$ cat src/rtl/axis_pkg.sv
// Shared constants and types for the eight-axis snapshot scheduler.
// Fixed geometry: the byte-wide host address map only has room for 8 axes of 16 bits.
package axis_pkg;

    localparam int NAXIS  = 8;
    localparam int CW     = 16;
    localparam int IDX_W  = $clog2(NAXIS);

    // Address fields
    localparam int ADDR_W        = 5;
    localparam int ADDR_STAT     = 4;
    localparam int ADDR_AXIS_LSB = 1;
    localparam int ADDR_HI       = 0;

    // Status byte bit positions
    localparam int ST_VALID = 0;
    localparam int ST_OVF   = 1;
    localparam int ST_BUSY  = 2;
    localparam int ST_PEND  = 3;
    localparam int ST_SEQ   = 4;

    typedef enum logic [1:0] {
        IDLE = 2'd0,
        LOCK = 2'd1,
        CAP  = 2'd2,
        SWAP = 2'd3
    } state_e;

    function automatic logic [7:0] status_byte(
        input logic [3:0] seq,
        input logic       pend,
        input logic       busy,
        input logic       ovf,
        input logic       valid
    );
        logic [7:0] s;
        s              = '0;
        s[ST_SEQ +: 4] = seq;
        s[ST_PEND]     = pend;
        s[ST_BUSY]     = busy;
        s[ST_OVF]      = ovf;
        s[ST_VALID]    = valid;
        return s;
    endfunction

endpackage

$ cat src/rtl/axis_snap_bank.sv
// Double-buffered NAXIS x CW shadow bank: captures go to the back bank,
// host reads come combinationally from the front bank, swap flips the roles.
module axis_snap_bank
    import axis_pkg::*;
(
    input  logic             clk,
    input  logic             rst_n,
    input  logic             wr_en,
    input  logic [IDX_W-1:0] wr_idx,
    input  logic [CW-1:0]    wr_data,
    input  logic             swap,
    input  logic [IDX_W-1:0] rd_idx,
    input  logic             rd_hi,
    output logic [7:0]       rd_byte
);

    logic [1:0][NAXIS-1:0][CW-1:0] bank_q, bank_d;
    logic                          front_q, front_d;
    logic [CW-1:0]                 rd_word;

    always_comb begin
        bank_d  = bank_q;
        front_d = front_q;
        if (wr_en) bank_d[~front_q][wr_idx] = wr_data;
        if (swap)  front_d = ~front_q;
    end

    always_ff @(posedge clk or negedge rst_n) begin
        if (!rst_n) begin
            bank_q  <= '0;
            front_q <= 1'b0;
        end else begin
            bank_q  <= bank_d;
            front_q <= front_d;
        end
    end

    assign rd_word = bank_q[front_q][rd_idx];
    assign rd_byte = rd_hi ? rd_word[CW-1 -: 8] : rd_word[7:0];

endmodule

$ cat src/rtl/axis_lock_sched.sv
// Snapshot scheduler: lock pulse, eight-cycle capture into the back bank, swap.
// Optional free-running auto-lock timer enabled by defining AXIS_AUTOLOCK_EN.
module axis_lock_sched
    import axis_pkg::*;
#(
    parameter int PERIOD = 1000
) (
    input  logic                PClk,
    input  logic                nRst,
    input  logic                LockReq,
    input  logic [NAXIS*CW-1:0] PlsCnt,
    input  logic                RdReq,
    input  logic [ADDR_W-1:0]   Addr,
    output logic [NAXIS-1:0]    PosLock,
    output logic [7:0]          DQ,
    output logic                RdAck,
    output logic                Busy,
    output logic [3:0]          Seq
);

    state_e           state_q, state_d;
    logic [IDX_W-1:0] idx_q, idx_d;
    logic             pend_q, pend_d;
    logic             ovf_q, ovf_d;
    logic             valid_q, valid_d;
    logic [3:0]       seq_q, seq_d;
    logic [NAXIS-1:0] pos_lock_q, pos_lock_d;
    logic             busy_q, busy_d;
    logic [7:0]       dq_q, dq_d;
    logic             rd_ack_q, rd_ack_d;

    logic             req, auto_tick;
    logic             cap_we, swap, ovf_set, rd_stat;
    logic [CW-1:0]    cap_data;
    logic [7:0]       bank_byte;

`ifdef AXIS_AUTOLOCK_EN
    logic [15:0] tmr_q, tmr_d;

    always_comb begin
        auto_tick = (tmr_q == 16'(PERIOD - 1));
        tmr_d     = auto_tick ? 16'd0 : tmr_q + 16'd1;
    end

    always_ff @(posedge PClk or negedge nRst) begin
        if (!nRst) tmr_q <= '0;
        else       tmr_q <= tmr_d;
    end
`else
    logic [15:0] unused_period;
    assign unused_period = 16'(PERIOD);
    assign auto_tick     = 1'b0;
`endif

    assign req      = LockReq | auto_tick;
    assign cap_data = PlsCnt[idx_q*CW +: CW];

    axis_snap_bank u_bank (
        .clk     (PClk),
        .rst_n   (nRst),
        .wr_en   (cap_we),
        .wr_idx  (idx_q),
        .wr_data (cap_data),
        .swap    (swap),
        .rd_idx  (Addr[ADDR_AXIS_LSB +: IDX_W]),
        .rd_hi   (Addr[ADDR_HI]),
        .rd_byte (bank_byte)
    );

    always_comb begin
        state_d = state_q;
        idx_d   = idx_q;
        pend_d  = pend_q;
        ovf_d   = ovf_q;
        valid_d = valid_q;
        seq_d   = seq_q;
        cap_we  = 1'b0;
        swap    = 1'b0;
        ovf_set = 1'b0;

        case (state_q)
            IDLE: if (req || pend_q) state_d = LOCK;
            LOCK: begin
                pend_d  = req;
                idx_d   = '0;
                state_d = CAP;
            end
            CAP: begin
                cap_we = 1'b1;
                idx_d  = idx_q + IDX_W'(1);
                if (idx_q == IDX_W'(NAXIS - 1)) state_d = SWAP;
            end
            SWAP: begin
                swap    = 1'b1;
                seq_d   = seq_q + 4'd1;
                valid_d = 1'b1;
                // Chain straight into the next lock to keep the 10-cycle minimum period.
                state_d = (req || pend_q) ? LOCK : IDLE;
            end
            default: state_d = IDLE;
        endcase

        if (req && (state_q == CAP || state_q == SWAP)) begin
            if (pend_q) ovf_set = 1'b1;
            else        pend_d  = 1'b1;
        end

        rd_stat = RdReq && Addr[ADDR_STAT];
        if (rd_stat) ovf_d = 1'b0;
        if (ovf_set) ovf_d = 1'b1;

        pos_lock_d = {NAXIS{state_d == LOCK}};
        busy_d     = (state_d != IDLE);
        rd_ack_d   = RdReq;
        dq_d       = dq_q;
        if (RdReq)
            dq_d = Addr[ADDR_STAT] ? status_byte(seq_q, pend_q, busy_q, ovf_q, valid_q)
                                   : bank_byte;
    end

    always_ff @(posedge PClk or negedge nRst) begin
        if (!nRst) begin
            state_q    <= IDLE;
            idx_q      <= '0;
            pend_q     <= 1'b0;
            ovf_q      <= 1'b0;
            valid_q    <= 1'b0;
            seq_q      <= '0;
            pos_lock_q <= '0;
            busy_q     <= 1'b0;
            dq_q       <= '0;
            rd_ack_q   <= 1'b0;
        end else begin
            state_q    <= state_d;
            idx_q      <= idx_d;
            pend_q     <= pend_d;
            ovf_q      <= ovf_d;
            valid_q    <= valid_d;
            seq_q      <= seq_d;
            pos_lock_q <= pos_lock_d;
            busy_q     <= busy_d;
            dq_q       <= dq_d;
            rd_ack_q   <= rd_ack_d;
        end
    end

    assign PosLock = pos_lock_q;
    assign DQ      = dq_q;
    assign RdAck   = rd_ack_q;
    assign Busy    = busy_q;
    assign Seq     = seq_q;

endmodule

$ cat config.mk
export PLATFORM = sky130hd
export DESIGN_NAME = axis_lock_sched
export DESIGN_NICKNAME = d
export VERILOG_FILES = /design/src/rtl/axis_pkg.sv /design/src/rtl/axis_snap_bank.sv /design/src/rtl/axis_lock_sched.sv
export SDC_FILE = /design/constraint.sdc
export NUM_CORES = 1
export LEC_CHECK = 0
export ABC_AREA = 1
export CORE_UTILIZATION = 57
export DETAILED_ROUTE_END_ITERATION = 6
export HOLD_SLACK_MARGIN = 0.12
export PLACE_DENSITY = 0.81
export SLEW_MARGIN = 20
export SYNTH_ARGS = -nofsm -noshare
export SYNTH_HDL_FRONTEND = slang
export SYNTH_SLANG_ARGS = --single-unit
$ cat constraint.sdc
create_clock -name PClk -period 2.2 [get_ports PClk]
set_input_delay 0.55 -clock PClk [delete_from_list [all_inputs] [get_ports PClk]]
set_output_delay 0.55 -clock PClk [all_outputs]
set_load 0.05 [all_outputs]
## After elaboration in Yosys (flattened, before gate mapping)

Cells that the tools add are included.

| word-level totals | value |
|---|---|
| output and inout bits | 22 |
| flip-flop bits (word level) | 280 |
| input port bits | 137 |
| logic and storage cells | 77 |

| operators by class | value |
|---|---|
| reduce and logical (&&, ||, !) cells | 10 |
| bitwise logic cells | 1 |
| $lt $le $gt $ge | 6 |
| shift-type cells | 1 |
| add/subtract/negate cells | 2 |
| muxes and demuxes | 25 |
| eq/ne operators | 5 |

Operators with widths:

| kind | count |
|---|---|
| two-way mux 128 bit | 3 |
| bitwise mux 256 bit | 1 |
| demux 128 bit (select 1 bit) | 1 |
| variable part select 128 x 8 -> 16 bit | 1 |
| binary-select mux 16 bit (select 3 bit) | 1 |
| demux 16 bit (select 3 bit) | 1 |
| two-way mux 16 bit | 2 |
| two-way mux 8 bit | 2 |
| two-way mux 1 bit | 10 |
| less-than comparator 3 x 4 -> 1 bit (second input constant) | 2 |
| case mux 2 bit (4 select lines) | 1 |
| case mux 3 bit (2 select lines) | 1 |
| nonzero test 2 bit | 3 |
| adder 4 x 1 -> 4 bit (second input constant) | 1 |
| == test 2 x 1 -> 1 bit (second input constant) | 2 |
| == test 2 bit (second input constant) | 2 |
| logical AND 1 bit | 4 |
| less-than comparator 1 x 2 -> 1 bit (second input constant) | 2 |
| two-way mux 2 bit | 2 |
| adder 3 x 1 -> 3 bit (second input constant) | 1 |
| == test 3 bit (second input constant) | 1 |
| >= comparator 3 x 1 -> 1 bit (second input constant) | 1 |
| zero test 2 bit | 1 |
| logical OR 1 bit | 2 |
| other kinds (2) | 2 |

## Logic depth before layout (Yosys ltp)

| depth | value |
|---|---|
| word-level depth | 7 |
| gate-level depth with buffers | 12 |
| depth with buffers taken out | 9 |

## By module

A second synthesis with hierarchy kept.

| unflattened totals | value |
|---|---|
| cell total of the unflattened synthesis | 2025 |
| area total of the unflattened synthesis | 14537.7 um^2 |

Modules (own cells, without submodules):

| module | times used | seq. area each (um^2) | area each (um^2) | cells an instance |
|---|---|---|---|---|
| axis_snap_bank | 1 | 6431.2 | 11707.5 | 1489 |
| axis_lock_sched | 1 | 575.6 | 2830.2 | 536 |

## Worst setup path before layout

No wires, ideal clock.

| timing | value |
|---|---|
| path type | register to register |
| from | reg state_q[0] |
| to | reg u_bank.bank_q[37] in the netlist's numbering |
| period minus slack after synthesis | 1880 ps |
| buffers on the path | 1 |
| stages on the path, launching flop included | 9 |
| data arrival time | 1762 ps |
| library setup time | 117 ps |
| data required time | 2083 ps |
| setup slack | 320 ps |
| cell sequence | dfrtp_1 inv_1 ha_1 nand2_1 nor2_1 inv_1 clkbuf_1 nand2_1 nand2_1 |

| on the way | value |
|---|---|
| longest elaborated chain between the ends | 2 |

RTL lines:

| element | line | text |
|---|---|---|
| start: declaration | axis_lock_sched.sv:21 | `state_e state_q, state_d;` |
| start signal: assignment | axis_lock_sched.sv:134 | `state_q <= state_d;` |
| == test 2 bit | axis_lock_sched.sv:81 | `case (state_q)` |
| two-way mux 1 bit | axis_lock_sched.sv:81 |  |
| end signal: assignment | axis_snap_bank.sv:33 | `bank_q <= bank_d;` |
| end: declaration | axis_snap_bank.sv:17 | `logic [1:0][NAXIS-1:0][CW-1:0] bank_q, bank_d;` |

No other way between the ends.
A chain may end at the register's enable or synchronous reset.

## Final worst setup path

| timing | value |
|---|---|
| from | reg dq_q[2] (netlist: DQ[2]) |
| to | out DQ[2] |

RTL lines:

| element | line | text |
|---|---|---|
| start: declaration | axis_lock_sched.sv:29 | `logic [7:0] dq_q, dq_d;` |
| start signal: assignment | axis_lock_sched.sv:142 | `dq_q <= dq_d;` |
| end: declaration | axis_lock_sched.sv:15 | `output logic [7:0] DQ,` |

No word-level cell between the ends.

==> impl_metrics.toml <==
[sta]
skew_ns = 0.008556
setup_viol = 0
fin_tns_setup_ns = 0
max_freq_mhz = 477.5
finalCritPeriodShare = 0.9520
min_period_ns = 2.094
finalHoldWorstSlack_ns = 0.4787
rsz0062_at_grt = "no"
hold_violations = 0
timing.final.max_slew_violations = 0
worst_pin_slew_ns = 0.6778
slew_headroom = 0.5476

[worst_setup_path]
start_kind = "flop"
worstReg2RegEnd = "u_bank.bank_q[204]"
cp-end-kind = "primary output"
critical_path_class = "reg -> out"
crit_family = "buffers and inverters"
critPathMaxStageDelay_ns = 0.56
crit_required_ns = 1.65
critical_path_buf_inv_count = 1
path_cells = "dlygate4sd2_1"
cp_slowest_cell = "dlygate4sd2_1"
startpoint = "DQ[2]"
worstPathArrival_ns = 1.54
worstPathMaxFanout = 2
ff2ff_path_depth = 9
r2r_start = "state_q[0]"
rrSetupSlack_ns = 0.15

[clock_network]
cts_root_buf = "clkbuf_16"
clkSlewWorstSetupHoldPaths_ns = 0.06
cts_tree = "built"
htree_levels = 1
clockBufferDepth = 3
clkLatencyLatePin_ns = 0.55
clock-sinks = 280
numCtsBuffers = 28

[placement]
post_dp_cell_area_um2 = 16550
post-place-cells = 2433
gp_congestion = 0.9616
io_buffers = 158
post-dp-hpwl_mm = 31.24

[floorplan]
initial_core_util = 0.5844
dieArea_um2 = 25720
coreArea_um2 = 24460
die_x_um = 160.4
io_pins = 159
die_h_um = 160.4
rows = 57

[global_routing]
grt_pass1_wl_mm = 74.73
antenna_found_initial = 0
grt_overflow = 0
grt_max_degree = 72
grt.total_usage = 0.3720
first_global_vias = 13620

[min_path]
hp-start = "u_bank.bank_q[134]"
hold_class = "reg -> reg"
min_to = "u_bank.bank_q[134]"
whs_path_depth = 2

[power]
ir_worst_vdd_mv = 1.177
p_per_area_nw_per_um2 = 1313
p_leak_uw = 0.008952

[drt]
dr_wl_met3_mm = 4.826
highest_layer = "met4"
ant_nets = 0
wl_per_cell_um = 18.89
dr.pass1.iters = 6
viasPerCell = 5.677
via_count = 14100
drt-met1-wl_mm = 19.28
drc = 0
drt_wl_total_mm = 46.92
drt_iter0_drc = 1873
route.met2.wl_mm = 21.30

[synthesis]
syn_inst = 2006
avgSynthCellArea_um2 = 7.126
synthTopCellsByCount = "1212 x nand2_1, 280 x dfrtp_1, 224 x nand3_1"
yosysMostFrequentCell = "nand2_1"
synth_edf_count = 0
synthFlopType = "dfrtp_1"
async_reset_ff_frac = 1.000
synth_top_cell_area_share = 0.4902
yosysWarnings = 0
ys_seq_area_frac = 0.4902
yosysUniqueCellTypes = 30
syn_area_um2 = 14290
yosysTopAreaCell = "dfrtp_1"
syn_nets = 2150
ys_ff_latch = 280
synthTopCellsByArea = "dfrtp_1 49%, nand2_1 32%, nand3_1 7.8%, clkbuf_1 1.6%, buf_4 1.1%"

[cells_and_area]
n_antenna_cell = 0
syn_to_final_growth_pct = 22.72
fin_area_um2 = 17540
finalNonFillerCells = 2484
num-fill-cells = 1944
utilization = 0.7172
drive_gt1_frac = 0.07546
fin_nets = 2285

[run_status]
status = "finished, final reports clean"

[job]
cap_violations = 0
[logic make-up after synthesis]
| logic type | synth area share |
|---|---|
| buffers and inverters | 0.05444 |
| and+or+nand+nor | 0.4284 |
| adders and majority gates | 0.006127 |
| DFF | 0.4902 |
| xor gates and xnor gates | 0.002451 |
| AOI/OAI and AO/OA | 0.01847 |
[area by class of cell]
cell class,count,area [um^2],share of cell area
clock buffers,43,878.3,0.05007
clock inverters,6,105.1,0.005991
inverters,58,224.0,0.01277
multi-input cells,1548,6510,0.3711
flip-flops and latches,280,7010,0.3996
well taps,324,405.4,0.02311
repair buffers,225,2410,0.1374
[registers in the layout (all words and copies together) (netlist names)]
register	flops
Busy	1
PosLock	1
Seq	4
u_bank.bank_q	256
state_q	2
DQ	8
valid_q	1
pend_q	1
idx_q	3
ovf_q	1
RdAck	1
u_bank.front_q	1
[where the power goes]
part	total [uW]	switching, uW	internal (uW)
Combinational	9260	5970	3290
Clock	5100	2030	3070
Sequential	8670	1310	7360
Total	23000	9310	13700
[tightest hold or removal path: stages (launching register included)]
cell and delay, ns:
dfrtp_1 0.34, nand2_1 0.06, nand2_1 0.05
[worst max path at each step]
| stage | to | slack (ns) | depth (start not counted) |
|---|---|---|---|
| 3_3_place_gp | DQ[6] | 0.15 | 5 |
| 3_5_place_dp | DQ[4] | 0.12 | 5 |
| 4_1_cts | DQ[2] | 0.11 | 1 |
| 2_1_floorplan | u_bank.bank_q[37] | 0.32 | 8 |
| 5_1_grt | u_bank.bank_q[117] | 0.05 | 11 |
| 6_report | DQ[2] | 0.11 | 1 |
[cell usage in the layout (no fill, tap or decap), types with 2 or more instances in the layout]
cell | Yosys | final
nand2_1 | 1212 | 1212
dfrtp_1 | 280 | 279
nand3_1 | 224 | 224
clkdlybuf4s50_1 | 0 | 134
inv_1 | 42 | 40
buf_4 | 21 | 38
clkbuf_16 | 0 | 29
buf_12 | 0 | 28
dlygate4sd2_1 | 0 | 22
a22oi_1 | 17 | 17
nor2_1 | 15 | 15
inv_2 | 15 | 15
o21ai_0 | 11 | 11
nand4_1 | 10 | 10
clkbuf_8 | 0 | 10
nor2_2 | 8 | 8
a21oi_1 | 7 | 7
nand3_2 | 7 | 7
ha_1 | 7 | 7
nand4_2 | 6 | 6
nand3b_2 | 5 | 5
xor2_1 | 4 | 4
clkbuf_1 | 60 | 4
and3_1 | 3 | 3
bufinv_16 | 0 | 3
clkinv_2 | 0 | 3
nand2_2 | 2 | 2
a22o_1 | 2 | 2
or2_1 | 2 | 2
nor2_4 | 2 | 2
[per-stage QoR]
stage / total power [uW] / worst slack, ns
floorplan: 14410 / 0.3202
global placement: 17540 / 0.1465
detailed placement: 17830 / 0.1215
CTS: 22860 / 0.1051
global route: 24430 / 0.04696
finish: 23040 / 0.1056
[per-layer routing]
layer / track usage / up-vias
met2: 0.5678 / 773
li1: - / 6504
met4: 0.1186 / 0
met3: 0.06973 / 113
met5: 0 / -
met1: 0.5388 / 6712
[timing repair]
item | in CTS | in global routing
buffers inserted | 0 | 1
gates resized for setup | 22 | 1
hold buffers | 1 | 0
setup endpoints to repair | 22 | 1
hold endpoints to repair | 50 | 0
Power figures use the tool's default switching activity.
